### src/rtl/lrf_pkg.sv
// Shared definitions for the LRF frame feeder and the LRF core.
//  - derivations of stream word width, words per frame and fusion offset
//  - FSM state encoding (IDLE, STREAM, FLUSH, DONE)
//  - frame_sel(): maps an interleaved frame pointer to a frame-store frame index
package lrf_pkg;

  typedef logic [1:0] lrf_state_t;

  localparam lrf_state_t StIdle   = 2'd0;
  localparam lrf_state_t StStream = 2'd1;
  localparam lrf_state_t StFlush  = 2'd2;
  localparam lrf_state_t StDone   = 2'd3;

  function automatic int unsigned calc_word_w(input int unsigned pixel_width,
                                              input int unsigned pixels_per_beat);
    return pixel_width * pixels_per_beat;
  endfunction

  function automatic int unsigned calc_words(input int unsigned image_dim,
                                             input int unsigned pixels_per_beat);
    return (image_dim * image_dim) / pixels_per_beat;
  endfunction

  function automatic int unsigned calc_offs(input int unsigned n_fuse_count);
    return 32'd1 << n_fuse_count;
  endfunction

  // Even pointers walk the new frames in order; odd pointers replay the frame OFFS behind,
  // clamped to frame 0 until enough history exists.
  function automatic int unsigned frame_sel(input int unsigned fp, input int unsigned offs);
    if ((fp % 2) == 0) begin
      return fp / 2;
    end else if (fp > 2 * offs) begin
      return fp / 2 - offs;
    end else begin
      return 0;
    end
  endfunction

endpackage

### src/rtl/lrf_axis_skid2.sv
// Two-entry {data,last} FIFO used as the AXI4-Stream output stage.
//  clk_i, rst_ni          clock, async active-low reset
//  push_i/push_data_i/    enqueue one word (caller guarantees space)
//  push_last_i
//  pop_i                  downstream ready; a word leaves only when valid_o is also high
//  valid_o/data_o/last_o  head entry, held stable until it is popped
//  count_o                number of buffered words (0..2)
module lrf_axis_skid2 #(
  parameter int unsigned Width = 128
) (
  input  logic             clk_i,
  input  logic             rst_ni,
  input  logic             push_i,
  input  logic [Width-1:0] push_data_i,
  input  logic             push_last_i,
  input  logic             pop_i,
  output logic             valid_o,
  output logic [Width-1:0] data_o,
  output logic             last_o,
  output logic [1:0]       count_o
);

  logic [Width-1:0] data0_q, data0_d, data1_q, data1_d;
  logic             last0_q, last0_d, last1_q, last1_d;
  logic [1:0]       count_q, count_d;
  logic             pop;

  assign pop = pop_i && (count_q != 2'd0);

  always_comb begin
    data0_d = data0_q;
    data1_d = data1_q;
    last0_d = last0_q;
    last1_d = last1_q;
    count_d = count_q;
    if (pop) begin
      data0_d = data1_q;
      last0_d = last1_q;
      count_d = count_d - 2'd1;
    end
    // Push lands in the first free slot after any pop this cycle.
    if (push_i) begin
      if (count_d == 2'd0) begin
        data0_d = push_data_i;
        last0_d = push_last_i;
      end else begin
        data1_d = push_data_i;
        last1_d = push_last_i;
      end
      count_d = count_d + 2'd1;
    end
  end

  always_ff @(posedge clk_i or negedge rst_ni) begin
    if (!rst_ni) begin
      data0_q <= '0;
      data1_q <= '0;
      last0_q <= 1'b0;
      last1_q <= 1'b0;
      count_q <= 2'd0;
    end else begin
      data0_q <= data0_d;
      data1_q <= data1_d;
      last0_q <= last0_d;
      last1_q <= last1_d;
      count_q <= count_d;
    end
  end

  assign valid_o = (count_q != 2'd0);
  assign data_o  = data0_q;
  assign last_o  = last0_q;
  assign count_o = count_q;

endmodule

### src/rtl/lrf_frame_feeder.sv
// AXI4-Stream transmitter feeding the LRF core from a frame store.
// Streams 2*N_IMAGES frames in interleaved new/old order, then PIPELINE_DELAY zero beats,
// then pulses done.
//  s_axis_aclk, s_axis_aresetn   clock, async active-low reset
//  start                          run request (ignored while busy)
//  busy, done                     run in progress / one-cycle completion pulse
//  mem_rd_en, mem_rd_addr         frame-store read request
//  mem_rd_data                    read data, one cycle after mem_rd_en
//  m_axis_*                       output stream
module lrf_frame_feeder
  import lrf_pkg::*;
#(
  parameter int unsigned PIXEL_WIDTH     = 8,
  parameter int unsigned PIXELS_PER_BEAT = 16,
  parameter int unsigned IMAGE_DIM       = 512,
  parameter int unsigned N_IMAGES        = 5,
  parameter int unsigned N_FUSE_COUNT    = 4,
  parameter int unsigned PIPELINE_DELAY  = 10,
  parameter int unsigned WORD_W          = calc_word_w(PIXEL_WIDTH, PIXELS_PER_BEAT),
  parameter int unsigned ADDR_W          =
      $clog2(N_IMAGES * calc_words(IMAGE_DIM, PIXELS_PER_BEAT))
) (
  input  logic              s_axis_aclk,
  input  logic              s_axis_aresetn,
  input  logic              start,
  output logic              busy,
  output logic              done,
  output logic              mem_rd_en,
  output logic [ADDR_W-1:0] mem_rd_addr,
  input  logic [WORD_W-1:0] mem_rd_data,
  output logic [WORD_W-1:0] m_axis_tdata,
  output logic              m_axis_tvalid,
  input  logic              m_axis_tready,
  output logic              m_axis_tlast
);

  localparam int unsigned Words   = calc_words(IMAGE_DIM, PIXELS_PER_BEAT);
  localparam int unsigned Offs    = calc_offs(N_FUSE_COUNT);
  localparam int unsigned NFrames = 2 * N_IMAGES;

  lrf_state_t  state_q, state_d;
  logic [31:0] fp_q, fp_d;
  logic [31:0] b_q, b_d;
  logic [31:0] flush_cnt_q, flush_cnt_d;
  logic        inflight_q, inflight_d;
  logic        inflight_last_q, inflight_last_d;

  logic              sk_valid, sk_last, pop;
  logic [WORD_W-1:0] sk_data, push_data;
  logic [1:0]        sk_count;
  logic              push_valid, push_last;
  logic [2:0]        occ;
  logic              rd_en, last_beat, last_read, flush_push, drain_done;
  logic [31:0]       addr_full;

  assign pop = sk_valid && m_axis_tready;

  // Occupancy seen by the next read: credit the word leaving this cycle so that
  // a full-rate stream keeps one word buffered and one in flight.
  assign occ = {1'b0, sk_count} + {2'b00, inflight_q} - {2'b00, pop};

  assign rd_en     = (state_q == StStream) && (occ < 3'd2);
  assign last_beat = (b_q == Words - 1);
  assign last_read = last_beat && (fp_q == NFrames - 1);
  assign addr_full = frame_sel(fp_q, Offs) * Words + b_q;

  // Returning read data always wins the push port; zero beats only fill behind it.
  assign flush_push = (state_q == StFlush) && !inflight_q && (flush_cnt_q < PIPELINE_DELAY) &&
                      ((sk_count != 2'd2) || pop);
  assign push_valid = inflight_q || flush_push;
  assign push_data  = inflight_q ? mem_rd_data : '0;
  assign push_last  = inflight_q && inflight_last_q;

  // True when the buffer empties by the end of this cycle with nothing left in flight.
  assign drain_done = !inflight_q && ((sk_count == 2'd0) || ((sk_count == 2'd1) && pop));

  always_comb begin
    state_d         = state_q;
    fp_d            = fp_q;
    b_d             = b_q;
    flush_cnt_d     = flush_cnt_q;
    inflight_d      = rd_en;
    inflight_last_d = rd_en && last_beat;
    case (state_q)
      StIdle: begin
        if (start) begin
          state_d     = StStream;
          fp_d        = 32'd0;
          b_d         = 32'd0;
          flush_cnt_d = 32'd0;
        end
      end
      StStream: begin
        if (rd_en) begin
          if (last_beat) begin
            b_d  = 32'd0;
            fp_d = fp_q + 32'd1;
          end else begin
            b_d = b_q + 32'd1;
          end
          if (last_read) begin
            state_d = StFlush;
          end
        end
      end
      StFlush: begin
        if (flush_push) begin
          flush_cnt_d = flush_cnt_q + 32'd1;
        end
        if ((flush_cnt_q == PIPELINE_DELAY) && drain_done) begin
          state_d = StDone;
        end
      end
      StDone: begin
        state_d = StIdle;
      end
      default: begin
        state_d = StIdle;
      end
    endcase
  end

  always_ff @(posedge s_axis_aclk or negedge s_axis_aresetn) begin
    if (!s_axis_aresetn) begin
      state_q         <= StIdle;
      fp_q            <= 32'd0;
      b_q             <= 32'd0;
      flush_cnt_q     <= 32'd0;
      inflight_q      <= 1'b0;
      inflight_last_q <= 1'b0;
    end else begin
      state_q         <= state_d;
      fp_q            <= fp_d;
      b_q             <= b_d;
      flush_cnt_q     <= flush_cnt_d;
      inflight_q      <= inflight_d;
      inflight_last_q <= inflight_last_d;
    end
  end

  lrf_axis_skid2 #(
    .Width (WORD_W)
  ) u_skid (
    .clk_i       (s_axis_aclk),
    .rst_ni      (s_axis_aresetn),
    .push_i      (push_valid),
    .push_data_i (push_data),
    .push_last_i (push_last),
    .pop_i       (m_axis_tready),
    .valid_o     (sk_valid),
    .data_o      (sk_data),
    .last_o      (sk_last),
    .count_o     (sk_count)
  );

  assign busy          = (state_q != StIdle);
  assign done          = (state_q == StDone);
  assign mem_rd_en     = rd_en;
  assign mem_rd_addr   = rd_en ? addr_full[ADDR_W-1:0] : '0;
  assign m_axis_tvalid = sk_valid;
  assign m_axis_tdata  = sk_data;
  assign m_axis_tlast  = sk_last;

endmodule

### config.mk
export PLATFORM = sky130hd
export DESIGN_NAME = lrf_frame_feeder
export DESIGN_NICKNAME = d
export VERILOG_FILES = /design/src/rtl/lrf_pkg.sv /design/src/rtl/lrf_axis_skid2.sv /design/src/rtl/lrf_frame_feeder.sv
export SDC_FILE = /design/constraint.sdc
export NUM_CORES = 1
export LEC_CHECK = 0
export ABC_AREA = 1
export CAP_MARGIN = 0
export CORE_MARGIN = 2
export CORE_UTILIZATION = 45
export CTS_BUF_LIST = sky130_fd_sc_hd__clkbuf_2
export DETAILED_ROUTE_END_ITERATION = 8
export PLACE_DENSITY = 0.68
export SLEW_MARGIN = 20
export SYNTH_ARGS = -nofsm -noshare
export SYNTH_HDL_FRONTEND = slang
export SYNTH_SLANG_ARGS = --single-unit
### constraint.sdc
create_clock -name s_axis_aclk -period 7.3 [get_ports s_axis_aclk]
set_clock_uncertainty 0.1 [all_clocks]
set_input_delay 1.46 -clock s_axis_aclk [delete_from_list [all_inputs] [get_ports s_axis_aclk]]
set_output_delay 1.46 -clock s_axis_aclk [all_outputs]
set_load 0.1 [all_outputs]
# [Word-level counts from Yosys, hierarchy flattened]
# Index checks and enable logic that the tools add are counted.
[word_totals] ff_bits=360 in_bits=132 output_inout_bits=150 wordCells=92
[classes] add_sub_neg=9 magnitude_cmp=3 eq_ne=14 mux=26 bitwise=1 n_reduce_logical=28
[op_table] operator="$mux 128" n=4
[op_table] operator="$mux 32" n=6
[op_table] operator="$pmux 32 s2" n=3
[op_table] operator="$add 32x1->32 const B" n=3
[op_table] operator="$eq 32x4->1 const B" n=2
[op_table] operator="$eq 32x14->1 const B" n=1
[op_table] operator="$gt 32x6->1 const B" n=1
[op_table] operator="$logic_not 32->1" n=1
[op_table] operator="$lt 32x4->1 const B" n=1
[op_table] operator="$add 17x17->17" n=1
[op_table] operator="$mux 17" n=1
[op_table] operator="$mux 2" n=6
[op_table] operator="$ne 2x2->1 const B" n=6
[op_table] operator="$logic_and 1x1->1" n=11
[op_table] operator="$pmux 2 s4" n=1
[op_table] operator="$reduce_and 4->1" n=2
[op_table] operator="$reduce_bool 2->1" n=4
[op_table] operator="$logic_not 2->1" n=3
[op_table] operator="$mux 3" n=2
[op_table] operator="$reduce_and 3->1" n=2
[op_table] operator="$eq 2x1->1 const B" n=2
[op_table] operator="$eq 2x2->1 const B" n=2
[op_table] operator="$add 2x1->3" n=1
[op_table] operator="$logic_or 1x1->1" n=3
[op_table] operator="other kinds (10)" n=12

# [Depth between registers and ports, before layout]
# Gate-level depths: netlist of the first run.
[logic_depth] word_depth=8 ltp_mapped=21 mapped_depth_nobuf=19

# [Cells and area by module]
# A second synthesis of the first run with hierarchy kept.
[unflattened] cells_unflattened=2899 area_unflattened_um2=20385.8
[by_module_without_submodules] mod="lrf_axis_skid2" n_inst=1 cells_each=1674 area_per_inst_um2=12929.9 seq_area_each_um2=6506.2
[by_module_without_submodules] mod="lrf_frame_feeder" n_inst=1 cells_each=1225 area_per_inst_um2=7455.9 seq_area_each_um2=2502.4

# [Worst setup path after synthesis of the first run]
# Ideal clock, no wire load.
[synth_timing] path_kind="input -> output" start="input port m_axis_tready" end="output port mem_rd_addr[10]" arrival_time_ns=6.447 required_time_ns=5.740 path_slack_ns=-0.707 cell_stages=12 path_cell_list="nand2_1 clkinv_1 clkbuf_1 ha_1 nor2_1 fa_1 inv_1 nand3_1 nor2_1 clkinv_1 clkbuf_1 nor2_1"
[synth_between] elab_chain_len=5
[synth_lines] item="from (decl)" line_no="lrf_frame_feeder.sv:33" source="input logic m_axis_tready,"
[synth_lines] item="$logic_and 1x1->1" line_no="lrf_frame_feeder.sv:56" source="assign pop = sk_valid && m_axis_tready;"
[synth_lines] item="$sub 3x1->3" line_no="lrf_frame_feeder.sv:60" source="assign occ = {1'b0, sk_count} + {2'b00, inflight_q} - {2'b00, pop};"
[synth_lines] item="$lt 3x2->1" line_no="lrf_frame_feeder.sv:62" source="assign rd_en = (state_q == StStream) && (occ < 3'd2);"
[synth_lines] item="$logic_and 1x1->1" line_no="lrf_frame_feeder.sv:62"
[synth_lines] item="net mem_rd_en" line_no="lrf_frame_feeder.sv:28" source="output logic mem_rd_en,"
[synth_lines] item="$mux 17" line_no="lrf_frame_feeder.sv:159" source="assign mem_rd_addr = rd_en ? addr_full[ADDR_W-1:0] : '0;"
[synth_lines] item="to (decl)" line_no="lrf_frame_feeder.sv:29" source="output logic [ADDR_W-1:0] mem_rd_addr,"
# The timed path passes the listed nets, and every way through them passes these cells.

# [Final worst setup path of the first run]
[layout_timing] start="input port m_axis_tready" end="output port mem_rd_addr[3]"
[layout_between] elab_chain_len=5
[layout_lines] item="$logic_and 1x1->1" line_no="lrf_frame_feeder.sv:56"
[layout_lines] item="$sub 3x1->3" line_no="lrf_frame_feeder.sv:60"
[layout_lines] item="$lt 3x2->1" line_no="lrf_frame_feeder.sv:62"
[layout_lines] item="$logic_and 1x1->1" line_no="lrf_frame_feeder.sv:62"
[layout_lines] item="$mux 17" line_no="lrf_frame_feeder.sv:159"
# Every way passes these cells.

==> summary.txt, run 1 <==
Run status
  • Outcome: finished clean

Timing
  • Slew margin rel.: 0.230
  • Setup repair after global routing missed its margin: false
  • Least-Margin Pin Slew: 1.15 ns
  • Fin crit share: 0.839
  • Final period demand of the worst path: 6.13 ns
  • Final Hold Vio Count: 0
  • Max Fclk: 0.163 GHz
  • Hold_ws: 0.372 ns
  • Setup-failing EPs final: 0
  • Fin. max-slew vios: 0

Yosys
  • Post-synth EDFFs: 0
  • Cell area after synthesis: 18,300 um^2
  • Net count after synthesis: 2,668
  • Top_reg_cell synth: dfrtp_1
  • Async S/R FF share, synth: 1.00
  • Yosys warns: 0
  • #FFs+latches synth: 360
  • Seq/Total Area, Yosys: 0.492
  • Cell count after synthesis: 2,517
  • Mean Syn Cell Area: 7.28 um^2
  • Unique masters post-synth: 34

Floorplan
  • Chip Height: 206 um
  • Initial Utilization: 0.458
  • Die ar.: 42,400 um^2
  • # IOs: 282
  • CORE AREA: 40,000 um^2
  • Rows: 73
  • Die Wd: 206 um

Power and ir drop
  • Max VDD drop: 0.329 mV
  • Pwr/cell area: 388 nW/um^2
  • Leak: 0.0115 uW

Cells and area
  • Sequential cell area: 9010 um^2
  • Layout fillers: 3,838
  • Multi-input logic area: 8280 um^2
  • Synth-to-layout area growth: 22.2%
  • Final Core Density: 0.560
  • Final #Nets: 2,926
  • Share of cells above drive strength 1: 0.0765

GRT
  • Total gr overflow: 0
  • First-pass GRT wire length: 85,800 um
  • Initial antenna violation count: 4
  • Largest net degree at the start of global routing: 145
  • Vias in the first global route: 16,700
  • Total GRT Usage: 0.253

Route
  • First DRT Iteration DRCs: 1,254
  • Vias per inst: 5.09
  • Avg WL per Cell: 15.6 um
  • Post-DRT Antenna Nets: 0
  • Routed Wire Length: 52,600 um
  • Total number of vias: 17,200
  • Initial DRT Pass Iterations: 5
  • DRC: 0

Setup path
  • Crit path max fanout: 17
  • R2R cell count: 13
  • Crit path kind: in -> out
  • CP required: 5.74 ns
  • Critical path startpoint: m_axis_tready
  • Crit Reg-Reg Startpoint: u_skid.count_o[1]
  • CP endpoint kind: primary output
  • Worst EP arrival: 4.57 ns
  • CP Launch Type: input pin

Place
  • IO Port Bufs: 281
  • Routability cong.: 0.891
  • Hpwl dp: 32,300 um

Worst hold path
  • Worst hold path type: in -> async

Clock tree
  • Clock sink count: 360
  • CTS root buf: clkbuf_2
  • Worst-skew pair later-pin latency: 1.02 ns
  • Clock transition at the registers of the reported paths: 0.09 ns
  • # H-tree levels: 3
  • Post-CTS Setup Inserts: 0
  • Post-CTS Hold Fix Bufs: 0
  • Post-CTS sizing: 0
  • CTS tree: done
  • Number of CTS-inserted buffers: 98
  • Worst-case clock buffer depth: 3

Job
  • Max-cap viol count: 0
==> power breakdown <==
| group | total [uW] | leakage [uW] | internal (uW) | switching, uW |
|---|---|---|---|---|
| sequential | 2720 | 0.00486 | 2420 | 304 |
| clock | 1520 | 0.000716 | 657 | 863 |
| combinational | 4440 | 0.00596 | 983 | 3460 |
| total | 8680 | 0.0115 | 4060 | 4620 |
==> synth_stat cells (4+ instances only) <==
master,count,area share
a21boi_0,24,0.0098
a21oi_1,7,0.0019
buf_2,13,0.0035
buf_6,22,0.014
clkbuf_1,100,0.020
dfrtp_1,360,0.49
ha_1,17,0.012
inv_1,90,0.018
inv_2,5,0.0010
nand2_1,1217,0.25
nand3_1,330,0.090
nand4_1,22,0.0075
nor2_1,199,0.041
nor2_4,4,0.0025
nor3_1,10,0.0027
o21ai_0,39,0.011
o21ai_1,13,0.0035
xnor2_1,9,0.0043
xor2_1,14,0.0067
==> stage by stage <==
| stage | setup TNS (ns) | power [uW] | area (um^2) | setup slack, ns | cells |
|---|---|---|---|---|---|
| after floorplan | -0.717 | 6100 | 18300 | -0.0717 | 2517 |
| after global placement | 0 | 7150 | 21500 | 1.29 | 3200 |
| after detailed placement | 0 | 7210 | 21500 | 1.21 | 3200 |
| after CTS | 0 | 8770 | 22400 | 1.12 | 3375 |
| after global routing | 0 | 9290 | 22400 | 0.841 | 3378 |
| final | 0 | 8680 | 22400 | 1.17 | 3378 |
==> critical path, cell delays in order <==
cell and delay [ns]:
clkdlybuf4s50_1 0.49, nand2_4 0.12, inv_4 0.03, ha_1 0.33, nor2_1 0.16, fa_1 0.43, inv_1 0.07, nand3_1 0.12
nor2_2 0.25, clkinv_1 0.50, nor2_1 0.39, buf_12 0.22
==> layout make-up <==
| cell class | count | share of cell area |
|---|---|---|
| sequential | 360 | 0.402 |
| multi-input combinational | 1921 | 0.369 |
| timing repair buffer | 296 | 0.141 |
| clock buffer | 154 | 0.0344 |
| tap | 525 | 0.0293 |
| inverter | 98 | 0.0167 |
| clock inverter | 21 | 0.00704 |
| antenna | 3 | 0.000335 |
==> layer usage <==
layer  global-route usage  up-vias  share of wire
met5                    0        -              0
li1                     -     8477              -
met4                0.110        0          0.031
met2                0.402      562           0.46
met1                0.341     8053           0.45
met3               0.0437      105          0.060
==> path summary, 6_finish.rpt <==
check	end	slack, ns
worst max-delay path	mem_rd_addr[3]	1.17
worst min-delay path	u_skid.data1_q[60]	0.37
worst max register to register	u_skid.data_o[52]	3.00
worst min register to register	u_skid.data1_q[107]	0.37
max in group asynchronous	u_skid.data_o[109]	5.43
min in group s_axis_aclk	u_skid.data1_q[107]	0.37
==> state kept, by name (all words and copies together), names as in the netlist <==
name / flops
flush_cnt_q: 32
inflight_last_q: 1
state_q: 2
u_skid.last1_q: 1
u_skid.data1_q: 128
u_skid.data_o: 128
u_skid.count_o: 2
b_q: 32
inflight_q: 1
u_skid.last_o: 1
fp_q: 32
==> cells by family (layout without fill, tap and decap cells) <==
logic type	Yosys count	in the layout	share of synthesized area
xor+xnor	23	23	0.0110
compound gates	89	89	0.0289
simple gates	1790	1790	0.396
flops	360	360	0.492
buf+inv	236	569	0.0589
other cells	0	3	0
fa+ha+maj	19	19	0.0138
==> layout by cell type, fill, tap and decap left out, types with 2 or more instances in the layout <==
cell type           n
nor2_1            198
nor4_1              2
dfrtp_1           359
a21boi_0           24
nand4_1            22
nand3b_1            2
nor2_2              3
diode_2             3
buf_12             21
ha_1               16
inv_1              89
clkdlybuf4s50_1   262
inv_4               2
nand2_1          1214
o21ai_1            13
nor2_4              4
nand3_1           330
nor3_1             10
buf_4              12
a21oi_1             7
nand2_4             3
clkinv_1           17
fa_1                2
o21ai_0            39
inv_2               7
xnor2_1             9
xor2_1             14
bufinv_16           3
clkbuf_2          154
Power figures use the tool's default switching activity.
==> run 2: changes to the inputs <==
==> constraint.sdc (replaced) <==
create_clock -name s_axis_aclk -period 5.93 [get_ports s_axis_aclk]
set_clock_uncertainty 0.1 [all_clocks]
set_input_delay 1.186 -clock s_axis_aclk [delete_from_list [all_inputs] [get_ports s_axis_aclk]]
set_output_delay 1.186 -clock s_axis_aclk [all_outputs]
set_load 0.1 [all_outputs]
==> run 2 against run 1 <==
Die area unchanged; count of clock-buffer cells in the layout is 17 lower; clock power increased by 13%.
==> summary.txt, run 2 (same netlist as run 1, synthesis figures left out) <==
Setup path
  • CP required: 4.64 ns (-1.10 ns)
  • CP Launch Type: register
  • Worst r2r dst: u_skid.data1_q[125]
  • CP endpoint kind: primary output
  • R2R setup slack: 1.56 ns (-1.44 ns)
  • Crit path max fanout: 17 (unchanged)
  • R2R cell count: 14 (+1)
  • Crit path kind: reg -> out
  • Worst EP arrival: 4.27 ns (-0.30 ns)
  • Crit Reg-Reg Startpoint: u_skid.count_o[1]

Worst hold path
  • Worst hold path type: in -> async

Power and ir drop
  • Combinational group share of total power: 0.526 (+0.015)
  • Pwr/cell area: 474 nW/um^2 (+22%)
  • P_int: 4880 uW (+20%)
  • NetSw: 5760 uW (+25%)
  • Clock network power share: 0.161 (-0.014)
  • Sw Share: 0.541 (+0.00883)
  • Leak: 0.0115 uW (-0.42%)
  • Max VDD drop: 0.338 mV (+2.8%)
  • Share of power burned in registers: 0.312 (-0.002)

Route
  • Initial DRT Pass Iterations: 5 (unchanged)
  • DRC: 0 (unchanged)
  • Total number of vias: 17,400 (+0.93%)
  • First DRT Iteration DRCs: 1,241 (-1.0%)
  • Vias per inst: 5.15 (+1.1%)
  • Post-DRT Antenna Nets: 0 (unchanged)
  • Routed Wire Length: 54,600 um (+3.7%)
  • Avg WL per Cell: 16.2 um (+3.8%)

Job
  • Max-cap viol count: 0 (unchanged)

Cells and area
  • Commonest non-fill, non-tap cells in the layout: nand2_1 (1,214), dfrtp_1 (359), nand3_1 (330), clkdlybuf4s50_1 (262), nor2_1 (181)
  • Layout fillers: 3,879 (+1.1%)
  • Layout Cells excl Fill: 3,373 (-0.15%)
  • Sequential cell area: 9010 um^2 (unchanged)
  • Final Core Density: 0.562 (+0.00150)
  • Commonest non-fill, non-tap cell in the layout: nand2_1
  • Final #Nets: 2,929 (+0.10%)
  • Share of cells above drive strength 1: 0.0801 (+0.00362)
  • Multi-input logic area: 8380 um^2 (+1.3%)
  • Synth-to-layout area growth: 22.6%

Timing
  • Max Fclk: 0.180 GHz
  • Fin. max-slew vios: 0 (unchanged)
  • Setup-failing EPs final: 0 (unchanged)
  • Setup TNS: 0 ns (unchanged)
  • Slew margin rel.: 0.250 (+0.0202)
  • Final period demand of the worst path: 5.55 ns
  • Least-Margin Pin Slew: 1.12 ns (-0.0303 ns)
  • Final Hold Vio Count: 0 (unchanged)
  • Setup repair after global routing missed its margin: false
  • Fin crit share: 0.936
  • Final worst setup slack: 0.379 ns (-0.793 ns)

Clock tree
  • # H-tree levels: 3 (unchanged)
  • Post-CTS Hold Fix Bufs: 0 (unchanged)
  • Post-CTS sizing: 0 (unchanged)
  • Worst-skew pair later-pin latency: 0.98 ns (-0.04 ns)
  • CTS tree: done
  • Clock transition at the registers of the reported paths: 0.10 ns (about the same)
  • Post-CTS Setup Inserts: 0 (unchanged)
  • Number of CTS-inserted buffers: 97 (-1.0%)
  • Worst-case clock buffer depth: 3 (unchanged)
  • CTS root buf: clkbuf_2
  • Clock sink count: 360 (unchanged)

Floorplan
  • Initial Utilization: 0.458 (unchanged)
  • Die ar.: 42,400 um^2 (unchanged)
  • # IOs: 282 (unchanged)
  • Rows: 73 (unchanged)
  • Die Wd: 206 um (unchanged)
  • Chip Height: 206 um (unchanged)
  • CORE AREA: 40,000 um^2 (unchanged)

GRT
  • Largest net degree at the start of global routing: 117 (-19%)
  • First-pass GRT wire length: 87,900 um (+2.5%)
  • Total GRT Usage: 0.260 (+0.00755)
  • Total gr overflow: 0 (unchanged)
  • Initial antenna violation count: 3 (-1)
  • Vias in the first global route: 17,100 (+1.9%)

Place
  • Dpl ws: 0.524 ns (-0.687 ns)
  • Routability cong.: 0.900 (+1.0%)
  • Placed Instances: 3,204 (+0.13%)
  • Hpwl dp: 34,600 um (+7.1%)
  • IO Port Bufs: 281 (unchanged)

Run status
  • Outcome: finished clean
==> run 2: cell count changes in the layout (fill, tap and decap cells not counted), sizes merged <==
cell	delta
buf	+4
clkinv	+10
inv	-1
bufinv	-2
clkinvlp	+2
clkbuf	-17
diode	-1
==> run 2: final cells by class <==
cell class	instances	share of cell area
Clock buffer	137	0.0305
Sequential cell	360	0.401
Clock inverter	30	0.00679
Timing Repair Buffer	300	0.142
Tap cell	525	0.0292
Inverter	98	0.0169
Antenna cell	2	0.000223
Multi-Input combinational cell	1921	0.373
==> run 2: worst max path at each step <==
stage	from	to	slack, ns	depth (start not counted)
final	u_skid.count_o[1]	mem_rd_addr[5]	0.38	14
after global routing	u_skid.count_o[1]	mem_rd_addr[3]	0.03	14
after CTS	u_skid.count_o[1]	mem_rd_addr[5]	0.23	14
after detailed placement	m_axis_tready	mem_rd_addr[5]	0.52	12
after global placement	m_axis_tready	mem_rd_addr[0]	0.52	12
after floorplan	u_skid.count_o[1]	mem_rd_addr[10]	-0.01	15
==> run 2: power by group through the flow <==
stage | sequential, uW | clock [uW] | combinational, uW
6_report | 3320 | 1720 | 5600
5_1_grt | 3380 | 1920 | 6040
4_1_cts | 3320 | 1780 | 5630
3_5_place_dp | 3370 | 0 | 5620
3_3_place_gp | 3350 | 0 | 5540
2_1_floorplan | 4860 | 0 | 2680
==> run 2: metal layers <==
| layer | vias up | wire, um | track usage |
|---|---|---|---|
| li1 | 8482 | - | - |
| met1 | 8167 | 24000 | 0.346 |
| met2 | 601 | 25100 | 0.415 |
| met3 | 105 | 3800 | 0.0508 |
| met4 | 2 | 1660 | 0.115 |
| met5 | - | 13 | 0 |
==> run 2: worst max-delay path: stages, from the launching register on <==
cell	delay [ns]
dfrtp_1	0.43
inv_2	0.11
ha_1	0.20
clkinvlp_4	0.12
nand2_4	0.08
inv_4	0.03
ha_1	0.33
nor2_1	0.15
fa_1	0.42
inv_1	0.06
nand3_1	0.13
nor2_4	0.22
clkinv_2	0.47
nor2_2	0.32
buf_12	0.21
==> run 2: stage by stage <==
step | area [um^2] | hold slack (ns) | power (uW)
2_1_floorplan | 18400 | 0.342 | 7540
3_3_place_gp | 21600 | 0.353 | 8890
3_5_place_dp | 21600 | 0.358 | 8980
4_1_cts | 22500 | 0.0965 | 10700
5_1_grt | 22500 | 0.139 | 11300
6_report | 22500 | 0.157 | 10600
==> RTL change 1, RTL diff (config.mk and constraints of run 1) <==
Make the reset (`rst_ni` and `s_axis_aresetn`) synchronous in 2 clocked blocks. Comments in the files are not updated.
--- a/src/rtl/lrf_axis_skid2.sv
+++ b/src/rtl/lrf_axis_skid2.sv
@@ -52,5 +52,5 @@
   end
 
-  always_ff @(posedge clk_i or negedge rst_ni) begin
+  always_ff @(posedge clk_i) begin
     if (!rst_ni) begin
       data0_q <= '0;
--- a/src/rtl/lrf_frame_feeder.sv
+++ b/src/rtl/lrf_frame_feeder.sv
@@ -121,5 +121,5 @@
   end
 
-  always_ff @(posedge s_axis_aclk or negedge s_axis_aresetn) begin
+  always_ff @(posedge s_axis_aclk) begin
     if (!s_axis_aresetn) begin
       state_q         <= StIdle;
Behaviour: differs if s_axis_aresetn is asserted again (counterexample within 4 cycles, from zero or initial values and one cycle with s_axis_aresetn low); with s_axis_aresetn held inactive, the same outputs for 4 cycles.
==> RTL change 1 against run 1 <==
- cell area is 6.8% lower
- clock power down 12%
- sequential cell count is the same
- routed wire length decreased by 0.92%
- total power down 22%
- synthesized area shrank 6.5%
- worst setup slack better by 0.095 ns
- synthesized cell count grew 3.9%
- largest cell class is now multi-input gates
==> RTL change 1: results (changes against run 1) <==
[global_route]
grt_usage_pct = 25.8  ; +0.54 points
grt_util_met1_pct = 32.7  ; -1.4 points
grt_first_pass_wirelength_um = 83700  ; -2.4%
grt_max_degree = 194  ; +34%

[placement]
placed_area_mm2 = 0.0201  ; -6.4%
gp_congestion = 0.918  ; +3.1%

[pwr]
power_density_mw_per_mm2 = 325  ; -16%
peakVddDrop_mv = 0.333  ; +1.3%
leakagePower_uw = 0.00783  ; -32%

[logic_synthesis]
syn_nets = 2765  ; +3.6%
synth_area_leaders = dfxtp_1 (42%), nand2_1 (21%), nand3_1 (9.3%), a21oi_1 (9.1%), nor2_1 (5.2%)
netlist_top_cells_count = nand2_1 (976), dfxtp_1 (360), nand3_1 (318)
async_flop_share_pct = 0  ; -100 points

[worst_setup_path]
arrival_ns = 4.47  ; -0.10 ns
r2r-start = u_skid.count_o[1]
r2r_slack_ns = 2.97  ; -0.03 ns
rr_worst_depth = 14  ; +1
critPathMaxFanout = 18  ; +1

[routing]
met2_length_um = 24200  ; -0.46%
via_per_inst = 5.22  ; +2.6%
highest_layer = met5
drt_iter0_drc = 1202  ; -4.1%

[layout]
buf_share_pct = 14.8  ; +0.72 points
drive_gt1_share_pct = 6.92  ; -0.73 points
nets = 2982  ; +1.9%
nClkBuffers = 133  ; -14%
clk_share_pct = 3.72  ; -0.43 points
multi_input_cells = 1966  ; +2.3%
fillCellCount = 3755  ; -2.2%
multi_input_area_share_pct = 41.7  ; +4.8 points

[timing]
tightest_slew_ns = 1.13  ; -0.0179 ns

[clock_network]
clk_latency_ns = 1.00  ; -0.02 ns

[outcome]
status = complete, no violations

-- RTL change 1: cell families after synthesis --
logic type	Yosys count	synth area share [%]
simple gates	1598	38.4
flops	360	42.0
compound gates	328	9.72
buf+inv	288	7.34
xor+xnor	21	1.07
fa+ha+maj	19	1.47
-- RTL change 1: worst max path at each step --
stage / from / end / slack (ns)
after floorplan: m_axis_tready / mem_rd_addr[10] / -0.05
after global placement: m_axis_tready / mem_rd_addr[0] / 1.39
after detailed placement: m_axis_tready / mem_rd_addr[6] / 1.20
after CTS: m_axis_tready / mem_rd_addr[6] / 1.19
after global routing: m_axis_tready / mem_rd_addr[5] / 1.02
final: m_axis_tready / mem_rd_addr[13] / 1.27
-- RTL change 1: metrics by stage --
stage          utilization, %  setup TNS, ns  instances  worst slack (ns)  total power, µW
5_1_grt                  55.6              0       3403              1.02             7170
2_1_floorplan               -         -0.546       2614           -0.0546             4680
4_1_cts                  55.5              0       3401              1.19             6830
6_report                 55.6              0       3404              1.27             6790
3_3_place_gp             53.5              0       3247              1.39             5470
3_5_place_dp             53.5              0       3247              1.20             5480
-- RTL change 1: power by group through the flow --
stage	registers [µW]	logic, µW	clock network, µW
final	2240	3200	1340
after global routing	2260	3430	1480
after CTS	2240	3200	1390
after detailed placement	2290	3190	0
after global placement	2280	3180	0
after floorplan	2750	1930	0
-- RTL change 1: critical path: stages --
cell and delay [ns]:
clkdlybuf4s50_1 0.46, nand2_4 0.11, inv_4 0.03, ha_1 0.33
nor2_1 0.17, fa_1 0.43, inv_1 0.06, nand3_1 0.12
nor2_2 0.16, clkinv_1 0.50, nor2_1 0.41, buf_12 0.22
==> RTL change 2, RTL diff (flow settings as in run 1) <==
Made on the original files. `IMAGE_DIM`: 512 -> 2048.
--- a/src/rtl/lrf_frame_feeder.sv
+++ b/src/rtl/lrf_frame_feeder.sv
@@ -13,5 +13,5 @@
   parameter int unsigned PIXEL_WIDTH     = 8,
   parameter int unsigned PIXELS_PER_BEAT = 16,
-  parameter int unsigned IMAGE_DIM       = 512,
+  parameter int unsigned IMAGE_DIM       = 2048,
   parameter int unsigned N_IMAGES        = 5,
   parameter int unsigned N_FUSE_COUNT    = 4,
Ports: changed (resized mem_rd_addr); port bits go from 282 to 286. The function was not compared with the original's and may differ.
==> RTL change 2 against run 1 <==
- sequential power up 9.2%
- worst setup slack better by 0.18 ns
- routed wire length about the same
- total power up 25%
- count of clock-buffer cells in the layout down 10
- first-iteration DRC count up 1.9%
- synthesized area down 0.46%
- cell area down 0.11%
- maximum frequency up 3.0%
- sequential cell count unchanged
- via count up 0.34%
- critical path type unchanged
- largest power group unchanged
==> RTL change 2: results (changes against run 1) <==
[logic_synthesis]
synth-compound-area-share_pct = 1.80  ; -1.1 points
synthAdderAreaFrac_pct = 1.39  ; +0.0063 points
netlist_top_cells_count = nand2_1 (1206), dfrtp_1 (360), nand3_1 (329)
synthXorXnorAreaFrac_pct = 1.15  ; +0.053 points
synth-seq-area-share_pct = 49.4  ; +0.23 points
synth_area_leaders = dfrtp_1 (49%), nand2_1 (25%), nand3_1 (9.0%), nor2_1 (4.2%), inv_1 (2.5%)
ys_types = 38  ; +12%
yosysWarningCount = 0  ; unchanged
syn_area_per_cell_um2 = 7.26  ; -0.34%
syn_nets = 2665  ; -0.11%
synth.mux.area_fraction_pct = 0  ; unchanged

[pwr]
p_clk_share_pct = 13.7  ; -3.8 points
p_total_uw = 10900  ; +25%
maxPowerGroup = combinational logic
switchingPower_uw = 6260  ; +35%
leakagePower_uw = 0.0118  ; +2.0%
comb_power_share_pct = 58.9  ; +7.8 points
peakVddDrop_mv = 0.304  ; -7.5%

[clock_network]
root_buffer = clkbuf_2
cts_buffers = 99  ; +1.0%
clk_latency_ns = 0.99  ; -0.03 ns
cts_htree_levels = 3  ; unchanged
clk_pin_slew_ns = 0.09  ; about the same

[worst_setup_path]
arrival_ns = 4.39  ; -0.18 ns
cp_top_family = buffers and inverters
r2r_slack_ns = 3.15  ; +0.15 ns
cp_slowest_cell = clkdlybuf4s50_1
critPathMaxFanout = 21  ; +4
max_stage_delay_ns = 0.56  ; +0.06 ns

[outcome]
status = complete, no violations

[global_route]
grt_max_degree = 159  ; +9.7%
antenna_found_initial = 1  ; -3
grt_first_pass_wirelength_um = 85700  ; about the same
grt_usage_pct = 25.3  ; about the same
grt_pass1_vias = 16800  ; +0.54%

[routing]
drt_iter0_drc = 1278  ; +1.9%
firstDrtPassIters = 7  ; +2
via_per_inst = 5.12  ; +0.61%
routed_wl_um = 52700  ; about the same

[layout]
stdcell_count = 3369  ; -0.27%
drive_gt1_share_pct = 7.57  ; -0.084 points
fillCellCount = 3834  ; -0.10%
nets = 2933  ; +0.24%

[placement]
placed_area_mm2 = 0.0215  ; about the same
gp_congestion = 0.882  ; -1.0%
hpwl_um = 32900  ; +1.9%
placed_cells = 3206  ; +0.19%
dp_slack_ns = 1.34  ; +0.130 ns
port_buffers = 285  ; +1.4%

[timing]
hold-worst-slack_ns = 0.354  ; -0.0182 ns
tightest_slew_ns = 1.11  ; -0.0408 ns
fmax_mhz = 168  ; +3.0%

RTL change 2: changes by cell type after synthesis, sizes merged, moves of 2 or more:
cell and delta:
inv +29, a21boi -24, nand2 -8, clkbuf -5, nor3 +5, buf +2
nand4 -2, nor3b +2, o21ai -2, xor2 +2
RTL change 2: final timing paths:
check                                  start  cells after the start            endpoint
setup / recovery               m_axis_tready                     12      mem_rd_addr[0]
hold / removal                s_axis_aresetn                      1  u_skid.data_o[112]
setup reg to reg           u_skid.count_o[1]                     14             fp_q[2]
hold reg to reg               flush_cnt_q[5]                      2      flush_cnt_q[5]
max in group asynchronous     s_axis_aresetn                      2  u_skid.data1_q[60]
min in group s_axis_aclk      flush_cnt_q[5]                      2      flush_cnt_q[5]
RTL change 2: kinds of logic after synthesis:
kind of cell / count (synthesis)
and+or+nand+nor: 1789
buffers and inverters: 261
adders and majority gates: 19
AOI/OAI and AO/OA: 61
DFF: 360
xor gates and xnor gates: 24
RTL change 2: metal layers:
metal / up-vias / share of wire, % / track usage [%]
met2: 620 / 47 / 41.0
met1: 8081 / 44 / 33.5
met5: - / 0 / 0
met3: 112 / 6.5 / 4.88
met4: 0 / 3.2 / 9.92
li1: 8443 / - / -
RTL change 2: area by class of cell:
type	count	area, µm²	share of cell area, %
Inverter	126	479	2.14
Timing Repair Buffer	302	3230	14.5
Clock buffer	144	721	3.22
Sequential cell	360	9010	40.3
Multi-Input combinational cell	1893	8090	36.2
Tap cell	525	657	2.93
Clock inverter	17	180	0.805
Antenna cell	2	5.00	0.0224
RTL change 2: worst register-to-register path, delay by kind of cell, from the launching register on:
family / cells / cell delay, ns
AO/OA/AOI/OAI: 2 / 0.46
adder cells (fa/ha/maj): 3 / 0.93
buffers and inverters: 4 / 0.41
flip-flops: 1 / 0.42
AND/OR/NAND/NOR: 5 / 1.68
